$ cat src/rtl/sevenseg_pkg.sv
// Shared types and helpers for the seven-segment scan controller.
// Register sets are sized for the largest supported display; narrower
// instances zero-fill the unused upper digits.
package sevenseg_pkg;

  localparam int unsigned MAX_DIGITS = 16;
  localparam int unsigned IDX_W      = 4;
  localparam logic [6:0]  SEG_BLANK  = 7'h7F;

  // One complete display image: value nibbles, dp requests, enables, lzb mode.
  typedef struct packed {
    logic [4*MAX_DIGITS-1:0] value;
    logic [MAX_DIGITS-1:0]   dp;
    logic [MAX_DIGITS-1:0]   en;
    logic                    lzb;
  } disp_set_t;

  // Hex glyphs as active-low {CA,CB,CC,CD,CE,CF,CG}.
  function automatic logic [6:0] hex_to_seg(input logic [3:0] hex);
    logic [6:0] seg;
    case (hex)
      4'h0: seg = 7'h01;
      4'h1: seg = 7'h4F;
      4'h2: seg = 7'h12;
      4'h3: seg = 7'h06;
      4'h4: seg = 7'h4C;
      4'h5: seg = 7'h24;
      4'h6: seg = 7'h20;
      4'h7: seg = 7'h0F;
      4'h8: seg = 7'h00;
      4'h9: seg = 7'h04;
      4'hA: seg = 7'h08;
      4'hB: seg = 7'h60;
      4'hC: seg = 7'h31;
      4'hD: seg = 7'h42;
      4'hE: seg = 7'h30;
      default: seg = 7'h38;
    endcase
    return seg;
  endfunction

endpackage

$ cat src/rtl/sevenseg_timebase.sv
// Digit-slot timebase: cycle counter within a slot, digit index, frame wrap
// and (when SEVENSEG_PWM_EN is defined) a free-running brightness PWM.
module sevenseg_timebase
  import sevenseg_pkg::*;
#(
  parameter int unsigned NUM_DIGITS   = 8,
  parameter int unsigned DIGIT_CYCLES = 6250,
  parameter int unsigned BLANK_CYCLES = 16,
  parameter int unsigned BRIGHT_W     = 4
) (
  input  logic                clk,
  input  logic                rst,
  input  logic [BRIGHT_W-1:0] bright_i,
  output logic [IDX_W-1:0]    idx_o,
  output logic                cnt_ge_blank_o,
  output logic                frame_wrap_o,
  output logic                pwm_on_o
);

  localparam int unsigned CNT_W = (DIGIT_CYCLES > 1) ? $clog2(DIGIT_CYCLES) : 1;

  logic [CNT_W-1:0] cnt_q, cnt_d;
  logic [IDX_W-1:0] idx_q, idx_d;
  logic             cnt_wrap;
  logic             idx_last;

  assign cnt_wrap = (cnt_q == CNT_W'(DIGIT_CYCLES - 1));
  assign idx_last = (idx_q == IDX_W'(NUM_DIGITS - 1));

  // Next slot position: cnt wraps each slot, idx advances at every cnt wrap.
  always_comb begin
    cnt_d = cnt_wrap ? '0 : cnt_q + CNT_W'(1);
    idx_d = idx_q;
    if (cnt_wrap) begin
      idx_d = idx_last ? '0 : idx_q + IDX_W'(1);
    end
  end

  // Slot position registers.
  always_ff @(posedge clk) begin
    if (rst) begin
      cnt_q <= '0;
      idx_q <= '0;
    end else begin
      cnt_q <= cnt_d;
      idx_q <= idx_d;
    end
  end

  assign idx_o          = idx_q;
  assign cnt_ge_blank_o = (cnt_q >= CNT_W'(BLANK_CYCLES));
  assign frame_wrap_o   = cnt_wrap & idx_last;

`ifdef SEVENSEG_PWM_EN
  logic [BRIGHT_W-1:0] pwm_q, pwm_d;

  assign pwm_d = pwm_q + BRIGHT_W'(1);

  // Free-running PWM phase counter.
  always_ff @(posedge clk) begin
    if (rst) begin
      pwm_q <= '0;
    end else begin
      pwm_q <= pwm_d;
    end
  end

  assign pwm_on_o = (pwm_q <= bright_i);
`else
  logic unused_bright;

  assign unused_bright = ^bright_i;
  assign pwm_on_o      = 1'b1;
`endif

endmodule

$ cat src/rtl/sevenseg_scan.sv
// Time-multiplexed seven-segment controller: common-anode strobes and
// active-low cathodes, frame-synchronous double-buffered loading, per-digit
// enables, leading-zero blanking and an anti-ghosting guard at slot start.
// Optional brightness PWM is built when SEVENSEG_PWM_EN is defined.
module sevenseg_scan
  import sevenseg_pkg::*;
#(
  parameter int unsigned NUM_DIGITS   = 8,
  parameter int unsigned CLK_FREQ_HZ  = 50_000_000,
  parameter int unsigned REFRESH_HZ   = 1000,
  parameter int unsigned BLANK_CYCLES = 16,
  parameter int unsigned BRIGHT_W     = 4
) (
  input  logic                    clk,
  input  logic                    rst,
  input  logic [4*NUM_DIGITS-1:0] i_value,
  input  logic [NUM_DIGITS-1:0]   i_dp,
  input  logic [NUM_DIGITS-1:0]   i_digit_en,
  input  logic                    i_lzb,
  input  logic [BRIGHT_W-1:0]     i_bright,
  input  logic                    i_load,
  output logic                    o_busy,
  output logic                    o_frame,
  output logic [NUM_DIGITS-1:0]   o_an,
  output logic [6:0]              o_seg,
  output logic                    o_dp
);

  localparam int unsigned DIGIT_CYCLES = CLK_FREQ_HZ / (REFRESH_HZ * NUM_DIGITS);

  if (NUM_DIGITS < 1 || NUM_DIGITS > MAX_DIGITS) begin : g_bad_digits
    $error("sevenseg_scan: NUM_DIGITS must be 1..16");
  end
  if (DIGIT_CYCLES < BLANK_CYCLES + 2) begin : g_bad_timing
    $error("sevenseg_scan: digit slot too short for BLANK_CYCLES");
  end

  logic [IDX_W-1:0] idx;
  logic             cnt_ge_blank;
  logic             frame_wrap;
  logic             pwm_on;

  sevenseg_timebase #(
    .NUM_DIGITS  (NUM_DIGITS),
    .DIGIT_CYCLES(DIGIT_CYCLES),
    .BLANK_CYCLES(BLANK_CYCLES),
    .BRIGHT_W    (BRIGHT_W)
  ) u_timebase (
    .clk           (clk),
    .rst           (rst),
    .bright_i      (i_bright),
    .idx_o         (idx),
    .cnt_ge_blank_o(cnt_ge_blank),
    .frame_wrap_o  (frame_wrap),
    .pwm_on_o      (pwm_on)
  );

  disp_set_t pend_q, pend_d;
  disp_set_t act_q,  act_d;
  disp_set_t cap;
  logic      busy_q, busy_d;

  logic [NUM_DIGITS-1:0] an_q, an_d;
  logic [6:0]            seg_q, seg_d;
  logic                  dp_q, dp_d;
  logic                  frame_q;

  // Zero-extend the load inputs into a full-size register set.
  always_comb begin
    cap                           = '0;
    cap.value[4*NUM_DIGITS-1:0]   = i_value;
    cap.dp[NUM_DIGITS-1:0]        = i_dp;
    cap.en[NUM_DIGITS-1:0]        = i_digit_en;
    cap.lzb                       = i_lzb;
  end

  // Double-buffer control: a load at the frame boundary bypasses pending so
  // the newest request always wins and busy never flickers.
  always_comb begin
    pend_d = pend_q;
    act_d  = act_q;
    busy_d = busy_q;
    if (frame_wrap) begin
      if (i_load) begin
        act_d  = cap;
        busy_d = 1'b0;
      end else if (busy_q) begin
        act_d  = pend_q;
        busy_d = 1'b0;
      end
    end else if (i_load) begin
      pend_d = cap;
      busy_d = 1'b1;
    end
  end

  logic [MAX_DIGITS-1:0] lzb_blank;
  logic                  zacc;

  // Digit k>0 is blanked when it and every more significant nibble are zero.
  always_comb begin
    zacc      = 1'b1;
    lzb_blank = '0;
    for (int unsigned k = MAX_DIGITS; k > 0; k--) begin
      zacc = zacc & (act_q.value[4*(k-1) +: 4] == 4'h0);
      if (k > 1) begin
        lzb_blank[k-1] = act_q.lzb & zacc;
      end
    end
  end

  logic [3:0] cur_nib;
  logic       cur_show;
  logic       cur_strobe;

  assign cur_nib    = act_q.value[{idx, 2'b00} +: 4];
  assign cur_show   = act_q.en[idx] & ~lzb_blank[idx];
  assign cur_strobe = cur_show & cnt_ge_blank & pwm_on;

  // Output decode for the current slot; anode held off during the guard.
  always_comb begin
    an_d = '1;
    for (int unsigned k = 0; k < NUM_DIGITS; k++) begin
      an_d[k] = ~(cur_strobe && (idx == IDX_W'(k)));
    end
    seg_d = cur_show ? hex_to_seg(cur_nib) : SEG_BLANK;
    dp_d  = ~(cur_show & act_q.dp[idx]);
  end

  // Register sets, busy flag and registered outputs.
  always_ff @(posedge clk) begin
    if (rst) begin
      pend_q  <= '0;
      act_q   <= '0;
      busy_q  <= 1'b0;
      an_q    <= '1;
      seg_q   <= SEG_BLANK;
      dp_q    <= 1'b1;
      frame_q <= 1'b0;
    end else begin
      pend_q  <= pend_d;
      act_q   <= act_d;
      busy_q  <= busy_d;
      an_q    <= an_d;
      seg_q   <= seg_d;
      dp_q    <= dp_d;
      frame_q <= frame_wrap;
    end
  end

  assign o_busy  = busy_q;
  assign o_frame = frame_q;
  assign o_an    = an_q;
  assign o_seg   = seg_q;
  assign o_dp    = dp_q;

endmodule
$ cat config.mk
export PLATFORM = sky130hd
export DESIGN_NAME = sevenseg_scan
export DESIGN_NICKNAME = d
export VERILOG_FILES = /design/src/rtl/sevenseg_pkg.sv /design/src/rtl/sevenseg_timebase.sv /design/src/rtl/sevenseg_scan.sv
export SDC_FILE = /design/constraint.sdc
export NUM_CORES = 1
export LEC_CHECK = 0
export BUFFER_PORTS_ARGS = -buffer_cell sky130_fd_sc_hd__buf_2
export CAP_MARGIN = 20
export CORE_MARGIN = 4
export CORE_UTILIZATION = 60
export CTS_BUF_LIST = sky130_fd_sc_hd__clkbuf_8
export DETAILED_ROUTE_END_ITERATION = 10
export HOLD_SLACK_MARGIN = 0.05
export MAX_ROUTING_LAYER = met4
export PLACE_DENSITY_LB_ADDON = 0.3
export SLEW_MARGIN = 30
export SYNTH_ARGS = -nofsm -noshare
export SYNTH_HDL_FRONTEND = slang
export SYNTH_HIERARCHICAL = 1
export SYNTH_SLANG_ARGS = --single-unit
$ cat constraint.sdc
create_clock -name clk -period 3.35 [get_ports clk]
set_input_delay 0.5025 -clock clk [delete_from_list [all_inputs] [get_ports clk]]
set_output_delay 0.5025 -clock clk [all_outputs]
set_load 0.05 [all_outputs]
# After elaboration in Yosys (flattened, before gate mapping)
# Memories as Yosys holds them, arrays and structs flattened. A register that Yosys moved wholly into a read port is not among the register bits.
# Cells that the tools add are included.
[classes] n_addsub=2 magnitude_cmp=2 eq_ne=8 shifts=1 n_mux=9 bitwise=45 n_reduce_logical=30
[ops] operator="two-way mux 97 bit" count=2
[ops] operator="zero test 4 bit" count=16
[ops] operator="variable part select 64 x 7 -> 4 bit" count=1
[ops] operator="bitwise AND 1 bit" count=33
[ops] operator="equality test 4 x 3 -> 1 bit (second input constant)" count=4
[ops] operator="adder 13 x 1 -> 13 bit (second input constant)" count=1
[ops] operator="equality test 13 bit (second input constant)" count=1
[ops] operator=">= comparator 13 x 5 -> 1 bit (second input constant)" count=1
[ops] operator="binary-select mux 1 bit (select 4 bit)" count=3
[ops] operator="NOT 1 bit" count=12
[ops] operator="equality test 4 x 2 -> 1 bit (second input constant)" count=2
[ops] operator="logical AND 1 bit" count=8
[ops] operator="OR reduction 2 bit" count=3
[ops] operator="less-than comparator 4 x 5 -> 1 bit (second input constant)" count=1
[ops] operator="adder 4 x 1 -> 4 bit (second input constant)" count=1
[ops] operator="equality test 4 x 1 -> 1 bit (second input constant)" count=1
[ops] operator="two-way mux 4 bit" count=1
[ops] operator="AND reduction 2 bit" count=2
[ops] operator="two-way mux 1 bit" count=3
[ops] operator="nonzero test 2 bit" count=1
[totals] register_bits=174 rom_bits=112 inputBits=56 out_inout_bits=18 wordCells=112 mem_count=1
[memory_table] name="(no name shown)" words=16 width=7 rd=1 rd_ports_with_merged_regs=1 write_ports=0 line_no="sevenseg_pkg.sv:21" rtl="case (hex)"

# Longest topological paths before layout
# Gate-level depths: netlist of the first run.
[depth] word_depth=23 mapped_depth=10

# Cells and area by module
# Netlist of the first run, hierarchy kept.
[modules_own_cells] mod="sevenseg_scan" instances=1 cells_each=570 area_each_um2=5131.2
[modules_own_cells] mod="sevenseg_timebase" instances=1 cells_each=106 area_each_um2=982.2

# Least setup slack after synthesis of the first run
# OpenSTA, ideal clock, no wires.
[synth_path] kind="register to register" startpoint="register u_timebase.cnt_q[10]" endpoint="register act_q[22] (netlist bit)" arrival_ps=2399 required_time_ps=3213 slack_ps=813 stages_incl_launch_ff=9 path_buffers=3 period_less_slack_ps=2537 cell_sequence="dfxtp_1 or3_4 nor4_4 nor3b_2 nor2b_1 buf_2 clkbuf_1 buf_1 a211oi_1"
[synth_between] elab_chain_len=3
[synth_lines] item="from (decl)" line_no="sevenseg_timebase.sv:22" rtl="logic [CNT_W-1:0] cnt_q, cnt_d;"
[synth_lines] item="from (signal assigned)" line_no="sevenseg_timebase.sv:45" rtl="cnt_q <= cnt_d;"
[synth_lines] item="equality test 13 bit" line_no="sevenseg_timebase.sv:27" rtl="assign cnt_wrap = (cnt_q == CNT_W'(DIGIT_CYCLES - 1));"
[synth_lines] item="bitwise AND 1 bit" line_no="sevenseg_timebase.sv:52" rtl="assign frame_wrap_o = cnt_wrap & idx_last;"
[synth_lines] item="named net frame_wrap" line_no="sevenseg_scan.sv:40" rtl="logic frame_wrap;"
[synth_lines] item="AND reduction 2 bit (no source line)"
[synth_lines] item="to (signal assigned)" line_no="sevenseg_scan.sv:142" rtl="act_q <= act_d;"
[synth_lines] item="to (decl)" line_no="sevenseg_scan.sv:59" rtl="disp_set_t act_q, act_d;"
# The timed path passes the listed nets, and every way through them passes these cells.
# A chain may end at the register's enable or synchronous reset.

# Final worst setup path of the first run
[layout_path] startpoint="register u_timebase.idx_q[1], in the netlist u_timebase/idx_o[1]" endpoint="register seg_q[3], in the netlist o_seg[3]"
[layout_between] elab_chain_len=6 elab_cells_between_ends=9 classes_between="shift (1); mux (4); bitwise (3); reduce/logical (1)"
[layout_lines] item="from (decl)" line_no="sevenseg_timebase.sv:23" rtl="logic [IDX_W-1:0] idx_q, idx_d;"
[layout_lines] item="from (signal assigned)" line_no="sevenseg_timebase.sv:46" rtl="idx_q <= idx_d;"
[layout_lines] item="binary-select mux 1 bit (select 4 bit)" line_no="sevenseg_scan.sv:117" rtl="assign cur_show = act_q.en[idx] & ~lzb_blank[idx];"
[layout_lines] item="two-way mux 1 bit (implied by the code)" line_no="sevenseg_scan.sv:117"
[layout_lines] item="NOT 1 bit" line_no="sevenseg_scan.sv:117"
[layout_lines] item="bitwise AND 1 bit" line_no="sevenseg_scan.sv:117"
[layout_lines] item="NOT 1 bit (no source line)"
[layout_lines] item="OR reduction 2 bit (no source line)"
[layout_lines] item="to (decl)" line_no="sevenseg_scan.sv:64" rtl="logic [6:0] seg_q, seg_d;"
# Parallel ways exist; a longest one is shown, timed or not. The select of a mux whose other input is x is not followed.

==> impl_results.md, run 1 <==
- Fin. Hold Viols: 0
- DR vias: a little over 5,000
- Gpl congestion: 0.9062
- Worst skew pair latency: between 400 and 500 ps
- Hold path startpoint: i_value[16]
- Total grt overflow: 0
- FF+latch area: 0.002663 mm^2
- Port Buffers: 69
- Die area: approximately 0.012 mm^2
- # hold bufs at CTS: 0
- Setup tns final: 0 ps
- Internal: 2301 uW
- R2r setup slk: slightly below 600 ps
- Switching Power: 822.7 uW
- CP Max Fanout: 9
- Crit path kind: reg -> reg
- CTS clk-pin slew, worst paths: 90 ps
- Reg2Reg Depth: 8
- Post-detail-place hpwl: 9409 um
- Worst reg2reg path endpoint: o_seg[3]
- # diodes: 0
- Mapped Area: 0.006113 mm^2
- Max VDD drop: ~0.00032 V
- Status: complete, no violations
- Reg2Reg Launch Point: u_timebase/idx_o[1]
- Unrepaired setup endpoints after global routing: no
- Slew HR: between 40% and 50%
- Filler Cells Inserted: 764
- Syn avg cell area: 9.043 um^2
- Clock buffer depth: 2
- Tmin final: ~2800 ps
- Footprint of the multi-input gates: 0.003202 mm^2
- Max-Cap Viols: 0
- Post-CTS sizing: 0
- Initial antenna violation count: 0
- Seq/Total Area, Yosys: 43.55%
- Worst Setup End Kind: flop
- CP Data Required Time: 3670 ps
- Clk root buf: clkbuf_8
- DRT Pass-1 Iters: 5
- DR vias/cell: between 5 and 6
- Pwr per Cell Area: 452.6 mW/mm^2
- CTS HTree Levels: 4
- Vias in the first global route: roughly 4,700
- Routed Antenna Nets: 0
- IO Pins: 74
- Routed WL: ~14,000 um
- Total core area: 0.009864 mm^2
- Final period util: between 80% and 90%
- Die height: 108.9 um
- Layout area overhead: 12.89%
- Share of layout cells above drive strength 1: between 10% and 20%
- Final WS setup: 577.4 ps
- Critical path launch point type: flop
- Synth cell types: 58
- Syn nets: about 740
- Final Max Slew Viols: 0
- Maximum operating frequency: 360.7 MHz
- Die W: ~110 um
- Comb power frac: 6.5%
- Arrival @ worst endpoint: 3090 ps
- Worst-margin pin slew: 881.8 ps
- Post-layout util: 69.96%
- Largest net degree at the start of global routing: 86
- Switching Share: 26.34%
- Cells after Synth: 676
- First DRT Iteration DRCs: 327
- Fin nets: 791
- P_leak: 0.002571 uW
- TritonCTS clock tree: done
- DRC errors left: 0
- Critical Path Source: u_timebase/idx_o[1]
- WL per Instance: between 15 and 20 um
- CTS Sinks: between 100 and 150
- Worst hold path class: in -> reg
- Overall routing resource usage: between 20% and 30%
- TritonCTS buffer count: 17
- YS warnings: 6
- Starting Density: 61.97%
- Reg power frac: 52.4%
- Clock Skew: 15.66 ps
- Setup bufs post-CTS: 0
- First-pass GRT wire length: 22,650 um
- Post-Place Setup Slack: 610.1 ps
- Critical Path End: o_seg[3]
- Synthesis-stage register bit count: 133
- # setup viols final: 0
- Clock power share: 41.1%
- Rows: 36
Yosys cell counts (all sizes together):
cell,number,area [um^2]
a2111oi,1,27.53
a211oi,57,437.9
a21oi,53,265.3
a22o,1,8.760
a22oi,2,15.01
a2bb2oi,2,17.52
a31oi,2,27.53
and2,1,6.260
and2b,1,7.510
and3,2,12.51
buf,16,98.83
clkbuf,35,131.4
conb,1,3.750
dfxtp,133,2663
ha,10,125.1
inv,9,33.78
mux2,5,56.30
mux2i,65,650.6
mux4,8,180.2
nand2,111,416.7
nand2b,7,43.79
nand3,12,60.06
nand3b,2,15.01
nand4,9,71.32
nor2,62,232.7
nor2b,6,37.54
nor3,11,60.06
nor3b,3,27.52
nor4,12,96.34
nor4bb,1,10.01
o211ai,1,7.510
o21ai,6,30.02
o21bai,2,15.01
o221ai,4,35.03
o22ai,1,6.260
o2bb2ai,1,8.760
o31ai,5,37.54
or2,1,6.260
or3,5,41.29
or3b,1,8.760
or4,4,30.03
or4b,1,10.01
or4bb,1,11.26
xnor2,1,8.760
xor2,2,17.52
per-layer routing:
layer / track usage [%] / share of wire (%)
met1: 31.72 / 43
met2: 40.13 / 49
met3: 5.980 / 6.4
met4: 8.837 / 1.7
met5: - / 0
cell type report:
| class | count | share of cell area (%) |
|---|---|---|
| well taps | 133 | 2.411 |
| clock buffers | 17 | 3.390 |
| flip-flops and latches | 133 | 38.58 |
| inverters | 9 | 0.4895 |
| clock inverters | 15 | 2.103 |
| repair buffers | 81 | 6.635 |
| multi-input cells | 483 | 46.39 |
layout by cell type, fill, tap and decap left out, types with 10 or more instances in the layout:
master and instances:
nand2_1 111, nor2_1 62, clkbuf_8 17, dfxtp_1 133, nor3_1 10, buf_2 68
buf_4 12, mux2i_1 65, a211oi_1 55, nand3_1 12, a21oi_1 53, inv_1 10
nor4_1 10, ha_1 10
worst max-delay path, cell delays in order (launching register included):
cell and delay (ps):
dfxtp_1 470, buf_4 250, mux4_2 510, mux2i_1 190, nor2_1 150, ha_1 290, or4_1 520, a21oi_1 190
o21ai_1 70
how the worst min path moves through the flow:
| stage | endpoint | slack (ps) | depth (start not counted) |
|---|---|---|---|
| 2_1_floorplan | pend_q[0] | 440 | 2 |
| 3_3_place_gp | pend_q[22] | 440 | 2 |
| 3_5_place_dp | pend_q[37] | 450 | 2 |
| 4_1_cts | pend_q[53] | 270 | 3 |
| 5_1_grt | pend_q[8] | 260 | 3 |
| 6_report | pend_q[49] | 290 | 3 |
through the flow:
stage	total power [uW]	std cells	area, um^2	hold slack (ps)
after floorplan	1801	676	6113	435.7
after global placement	1862	838	6495	440.4
after detailed placement	1876	839	6523	446.0
after CTS	3145	871	6902	274.5
after global routing	3242	871	6902	260.8
final	3124	871	6902	286.5
cells by family after synthesis:
logic type	after synthesis	synth area share (%)
other cells	1	0.06134
mux	78	14.51
compound gates	138	15.37
simple gates	253	19.71
buf+inv	60	4.318
fa+ha+maj	10	2.047
flops	133	43.55
xor+xnor	3	0.4299
state kept, by name, indices dropped and copies added, names as in the netlist:
| register | cells |
|---|---|
| o_dp | 1 |
| pend_q | 49 |
| o_an | 8 |
| o_frame | 1 |
| u_timebase/cnt_q | 13 |
| o_busy | 1 |
| u_timebase/idx_o | 4 |
| o_seg | 7 |
| act_q | 49 |
power by group through the flow:
stage | clock, uW | sequential, uW | combinational, uW
floorplan | 0 | 1670 | 131
global route | 1370 | 1640 | 226
finish | 1280 | 1640 | 202
detailed placement | 0 | 1670 | 202
global placement | 0 | 1670 | 191
CTS | 1300 | 1640 | 203
No activity file was read; power rests on OpenSTA's default activity.
==> run 2, diff against run 1 <==
==> constraint.sdc (replaced) <==
create_clock -name clk -period 2.8 [get_ports clk]
set_input_delay 0.42 -clock clk [delete_from_list [all_inputs] [get_ports clk]]
set_output_delay 0.42 -clock clk [all_outputs]
set_load 0.05 [all_outputs]
==> impl_results.md, run 2 (synthesized netlist as in run 1, its figures left out) <==
- Status: complete, no violations
- Fin. Hold Viols: 0
- Clock buffer depth: 2
- Total grt overflow: 0
- Worst hold path class: in -> reg
- DR vias/cell: 5.873
- Clk root buf: clkbuf_8
- DR vias: 5,121
- Post-layout util: between 70% and 80%
- TritonCTS buffer count: 17
- Biggest regs: act_q x49, pend_q x49, u_timebase/cnt_q x13
- Maximum operating frequency: 395.3 MHz
- Die area: around 0.012 mm^2
- Worst Setup End Kind: flop
- Clock Skew: roughly 15 ps
- IO Pins: 74
- Max incr delay on CP: 440 ps
- Rows: 36
- Die height: 108.9 um
- Routed WL: 13,640 um
- Vias in the first global route: 4,820
- Largest net degree at the start of global routing: between 60 and 70
- Filler Cells Inserted: between 700 and 800
- Unrepaired setup endpoints after global routing: no
- Post-detail-place hpwl: 9459 um
- Max-Cap Viols: 0
- First DRT Iteration DRCs: 335
- Tmin final: 2530 ps
- Crit path kind: reg -> reg
- Max VDD drop: 0.0004504 V
- Final Non-Filler Cells: 872
- Placed Instances: 840
- CTS HTree Levels: 4
- P_leak: approximately 0.0026 uW
- Final Max Slew Viols: 0
- Initial antenna violation count: 0
- Setup tns final: 0 ps
- # diodes: 0
- DRC errors left: 0
- Commonest non-fill, non-tap cell in the layout: dfxtp_1
- CP Max Fanout: between 50 and 60
- Gpl congestion: about 0.9
- Die W: 108.9 um
- Worst-margin pin slew: 820.4 ps
- Worst Path Buf+Inv: 1
- Share of layout cells above drive strength 1: 19.35%
- Fin nets: between 700 and 800
- CTS Sinks: roughly 130
- CTS clk-pin slew, worst paths: about 90 ps
- CP Cell Sequence: ha_1 > nand3b_1 > nor4_4 > nor3b_2 > nor2b_4 > buf_12 > nor2_1 > a211oi_1
- Critical path launch point type: flop
- Most frequent cells in the layout: 132 x dfxtp_1, 111 x nand2_1, 68 x buf_2
- Slew HR: 45.31%
- TritonCTS clock tree: done
- Starting Density: about three fifths
- # setup viols final: 0
- WL per Instance: 15.64 um
- First-pass GRT wire length: approximately 23,000 um
- Routed Antenna Nets: 0
- DRT Pass-1 Iters: 5
- Pwr per Cell Area: 538.6 mW/mm^2
- Crit path max-delay family: simple AND/OR/NAND/NOR gates
- # hold bufs at CTS: 0
- Total core area: 0.009864 mm^2
- Worst skew pair latency: 450 ps
- Critical-path top delay cell: dfxtp_1
- Overall routing resource usage: around a quarter
- CP Data Required Time: roughly 3200 ps
- Layout area overhead: 13.79%
- Port Buffers: 69
- Final period util: 90.35%
- Arrival @ worst endpoint: 2880 ps
run 2: cell count changes in the layout (fill, tap and decap cells not counted), sizes merged:
cell	change
clkbuf	+1
clkinvlp	-1
inv	-2
buf	+1
clkinv	+2
run 2: worst paths after layout:
kind,to,startpoint,cells after the start,slack [ps]
setup / recovery,act_q[4],u_timebase/cnt_q[0],8,270
hold / removal,pend_q[49],i_value[16],3,210
setup reg to reg,act_q[4],u_timebase/cnt_q[0],8,270
hold reg to reg,pend_q[17],pend_q[17],2,460
run 2: worst reg2reg max path, delay by kind of cell (launching register included):
family                     cells  cell delay (ps)
and+or+nand+nor                5             1270
AOI/OAI and AO/OA              1              270
adders and majority gates      1              190
DFF                            1              440
buffers and inverters          1              250
run 2: layout make-up:
| cell class | instances | area [um^2] | area share [%] |
|---|---|---|---|
| clock buffer | 18 | 247.7 | 3.561 |
| inverter | 9 | 33.78 | 0.4856 |
| clock inverter | 14 | 140.1 | 2.014 |
| tap | 133 | 166.4 | 2.392 |
| timing repair buffer | 82 | 503.0 | 7.230 |
| multi-input combinational | 483 | 3202 | 46.03 |
| sequential | 133 | 2664 | 38.29 |
run 2: layer usage:
| metal | routed length [um] | track usage [%] | vias up |
|---|---|---|---|
| met5 | 0 | - | - |
| met4 | 288 | 9.919 | 0 |
| met3 | 673 | 5.921 | 32 |
| met2 | 6671 | 39.74 | 147 |
| met1 | 6009 | 30.93 | 2422 |
| li1 | - | - | 2520 |
run 2: power by group:
part | switching, uW | internal (uW) | total, uW
sequential | 25.1 | 1930 | 1960
clock | 800 | 745 | 1550
combinational | 142 | 101 | 243
total | 968 | 2780 | 3750
run 2: repair_timing:
item | in CTS | in global routing
endpoints found under the setup margin | 0 | 1
buffers inserted | 0 | 0
resized for setup | 0 | 1
run 2: stage by stage:
| stage | setup slack [ps] | hold slack (ps) | cell area, um^2 | total power [uW] |
|---|---|---|---|---|
| 2_1_floorplan | 263.4 | 435.7 | 6113 | 2155 |
| 3_3_place_gp | 288.7 | 440.6 | 6540 | 2227 |
| 3_5_place_dp | 224.5 | 446.0 | 6568 | 2246 |
| 4_1_cts | 211.9 | 194.7 | 6955 | 3774 |
| 5_1_grt | 102.7 | 195.9 | 6957 | 3888 |
| 6_report | 270.3 | 209.1 | 6957 | 3747 |
==> run 3, diff against run 2 <==
--- a/config.mk
+++ b/config.mk
@@ -12,7 +12,6 @@
 export CTS_BUF_LIST = sky130_fd_sc_hd__clkbuf_8
 export DETAILED_ROUTE_END_ITERATION = 10
 export HOLD_SLACK_MARGIN = 0.05
-export MAX_ROUTING_LAYER = met4
 export PLACE_DENSITY_LB_ADDON = 0.3
 export SLEW_MARGIN = 30
 export SYNTH_ARGS = -nofsm -noshare
==> impl_results.md, run 3 (synthesized netlist as in run 1, its figures left out) <==
- Biggest regs: act_q x49, pend_q x49, u_timebase/cnt_q x13
- Setup tns final: 0 ps
- Post-detail-place hpwl: 9541 um
- Unrepaired setup endpoints after global routing: no
- Slew HR: 55.71%
- Max incr delay on CP: 540 ps
- Total grt overflow: 0
- # hold bufs at CTS: 0
- Gpl congestion: approximately 0.89
- Routed Antenna Nets: 0
- Largest net degree at the start of global routing: 67
- Critical-path top delay cell: mux4_2
- CTS clk-pin slew, worst paths: 90 ps
- Worst skew pair latency: about 440 ps
- Area post-placement: ~0.0066 mm^2
- Final Max Slew Viols: 0
- Die area: ~0.012 mm^2
- Status: complete, no violations
- Worst hold path class: in -> reg
- TritonCTS clock tree: done
- Clk root buf: clkbuf_8
- # diodes: 0
- Max-Cap Viols: 0
- IO Pins: 74
- Tot Pwr: roughly 3900 uW
- WL per Instance: 15.65 um
- Arrival @ worst endpoint: around 2800 ps
- TritonCTS buffer count: 17
- Die W: 108.9 um
- Clock buffer depth: 2
- Most frequent cells in the layout: 132 x dfxtp_1, 111 x nand2_1, 68 x buf_2
- Final period util: 89.95%
- First-pass GRT wire length: 22,580 um
- CTS Sinks: 133
- First DRT Iteration DRCs: between 300 and 400
- Fin. Hold Viols: 0
- Clock Skew: 15.44 ps
- DRT Pass-1 Iters: 5
- CTS HTree Levels: 4
- Rows: 36
- Vias in the first global route: between 4,000 and 5,000
- Share of layout cells above drive strength 1: between 10% and 20%
- DR vias/cell: between 5 and 6
- Post-route cell area: 0.007014 mm^2
- Port Buffers: 69
- Starting Density: 61.97%
- DR vias: a little over 5,000
- Fin nets: approximately 800
- CP Data Required Time: 3100 ps
- Routed WL: 13,680 um
- Die height: between 100 and 150 um
- DRC errors left: 0
- Crit path kind: reg -> reg
- Layout area overhead: 14.74%
- Critical path launch point type: flop
- Pwr per Cell Area: 561.4 mW/mm^2
- Overall routing resource usage: 23.84%
- # setup viols final: 0
- Total core area: 0.009864 mm^2
- Maximum operating frequency: ~400 MHz
- CP Max Fanout: 8
- Initial antenna violation count: 0
- CP Cell Sequence: mux4_2 > mux2i_1 > nor2_1 > ha_1 > or4_1 > a21oi_1 > o21ai_1
- Worst-margin pin slew: 664.4 ps
- Max VDD drop: 0.0004408 V
- Tmin final: 2519 ps
- P_leak: 0.002629 uW
- Worst Setup End Kind: flop
- Commonest non-fill, non-tap cell in the layout: dfxtp_1
- Filler Cells Inserted: 734
## run 3: metrics by stage
| step | setup WS [ps] | utilization (%) | hold WS [ps] | instances |
|---|---|---|---|---|
| after floorplan | 263.4 | - | 435.7 | 676 |
| after global placement | 218.6 | 66.37 | 440.6 | 840 |
| after detailed placement | 166.4 | 66.68 | 446.5 | 842 |
| after CTS | 167.1 | 71.09 | 213.3 | 874 |
| after global routing | 150.1 | 71.11 | 222.6 | 874 |
| final | 281.4 | 71.11 | 213.6 | 874 |
## run 3: worst paths after layout
| path | cells past startpoint | from | slack [ps] | endpoint |
|---|---|---|---|---|
| max | 7 | u_timebase/idx_o[1] | 280 | o_seg[3] |
| max reg2reg | 7 | u_timebase/idx_o[1] | 280 | o_seg[3] |
| min reg2reg | 2 | pend_q[19] | 460 | pend_q[19] |
| min | 3 | i_digit_en[6] | 210 | pend_q[7] |
## run 3: repair_timing
| item | in CTS | in global routing |
|---|---|---|
| setup buffers | 0 | 0 |
| gates resized for setup | 0 | 1 |
| endpoints found under the setup margin | 0 | 1 |
## run 3: final cells by class
| type | instances | area (um^2) | area share, % |
|---|---|---|---|
| clock inverter | 14 | 187.7 | 2.676 |
| inverter | 9 | 33.78 | 0.4816 |
| multi-input combinational | 483 | 3202 | 45.65 |
| tap | 133 | 166.4 | 2.372 |
| timing repair buffer | 84 | 513.0 | 7.314 |
| sequential | 133 | 2664 | 37.98 |
| clock buffer | 18 | 247.7 | 3.532 |
## run 3: power by group
group	switching, uW	total (uW)	internal, uW
combinational	144	244	101
sequential	25.4	1960	1930
clock	803	1730	931
total	972	3940	2970
## run 3: metal layers
layer	routed length, um	share of wire [%]	GRT usage (%)
met1	5871	43	30.15
met2	6715	49	40.04
met3	816	6.0	4.855
met4	278	2.0	9.107
met5	0	0	0
## run 3: critical path, delay by kind of cell, from the launching register on
kind	cells	cell delay [ps]
muxes	2	750
and+or+nand+nor	2	660
DFF	1	450
adders and majority gates	1	290
AOI/OAI and AO/OA	2	250
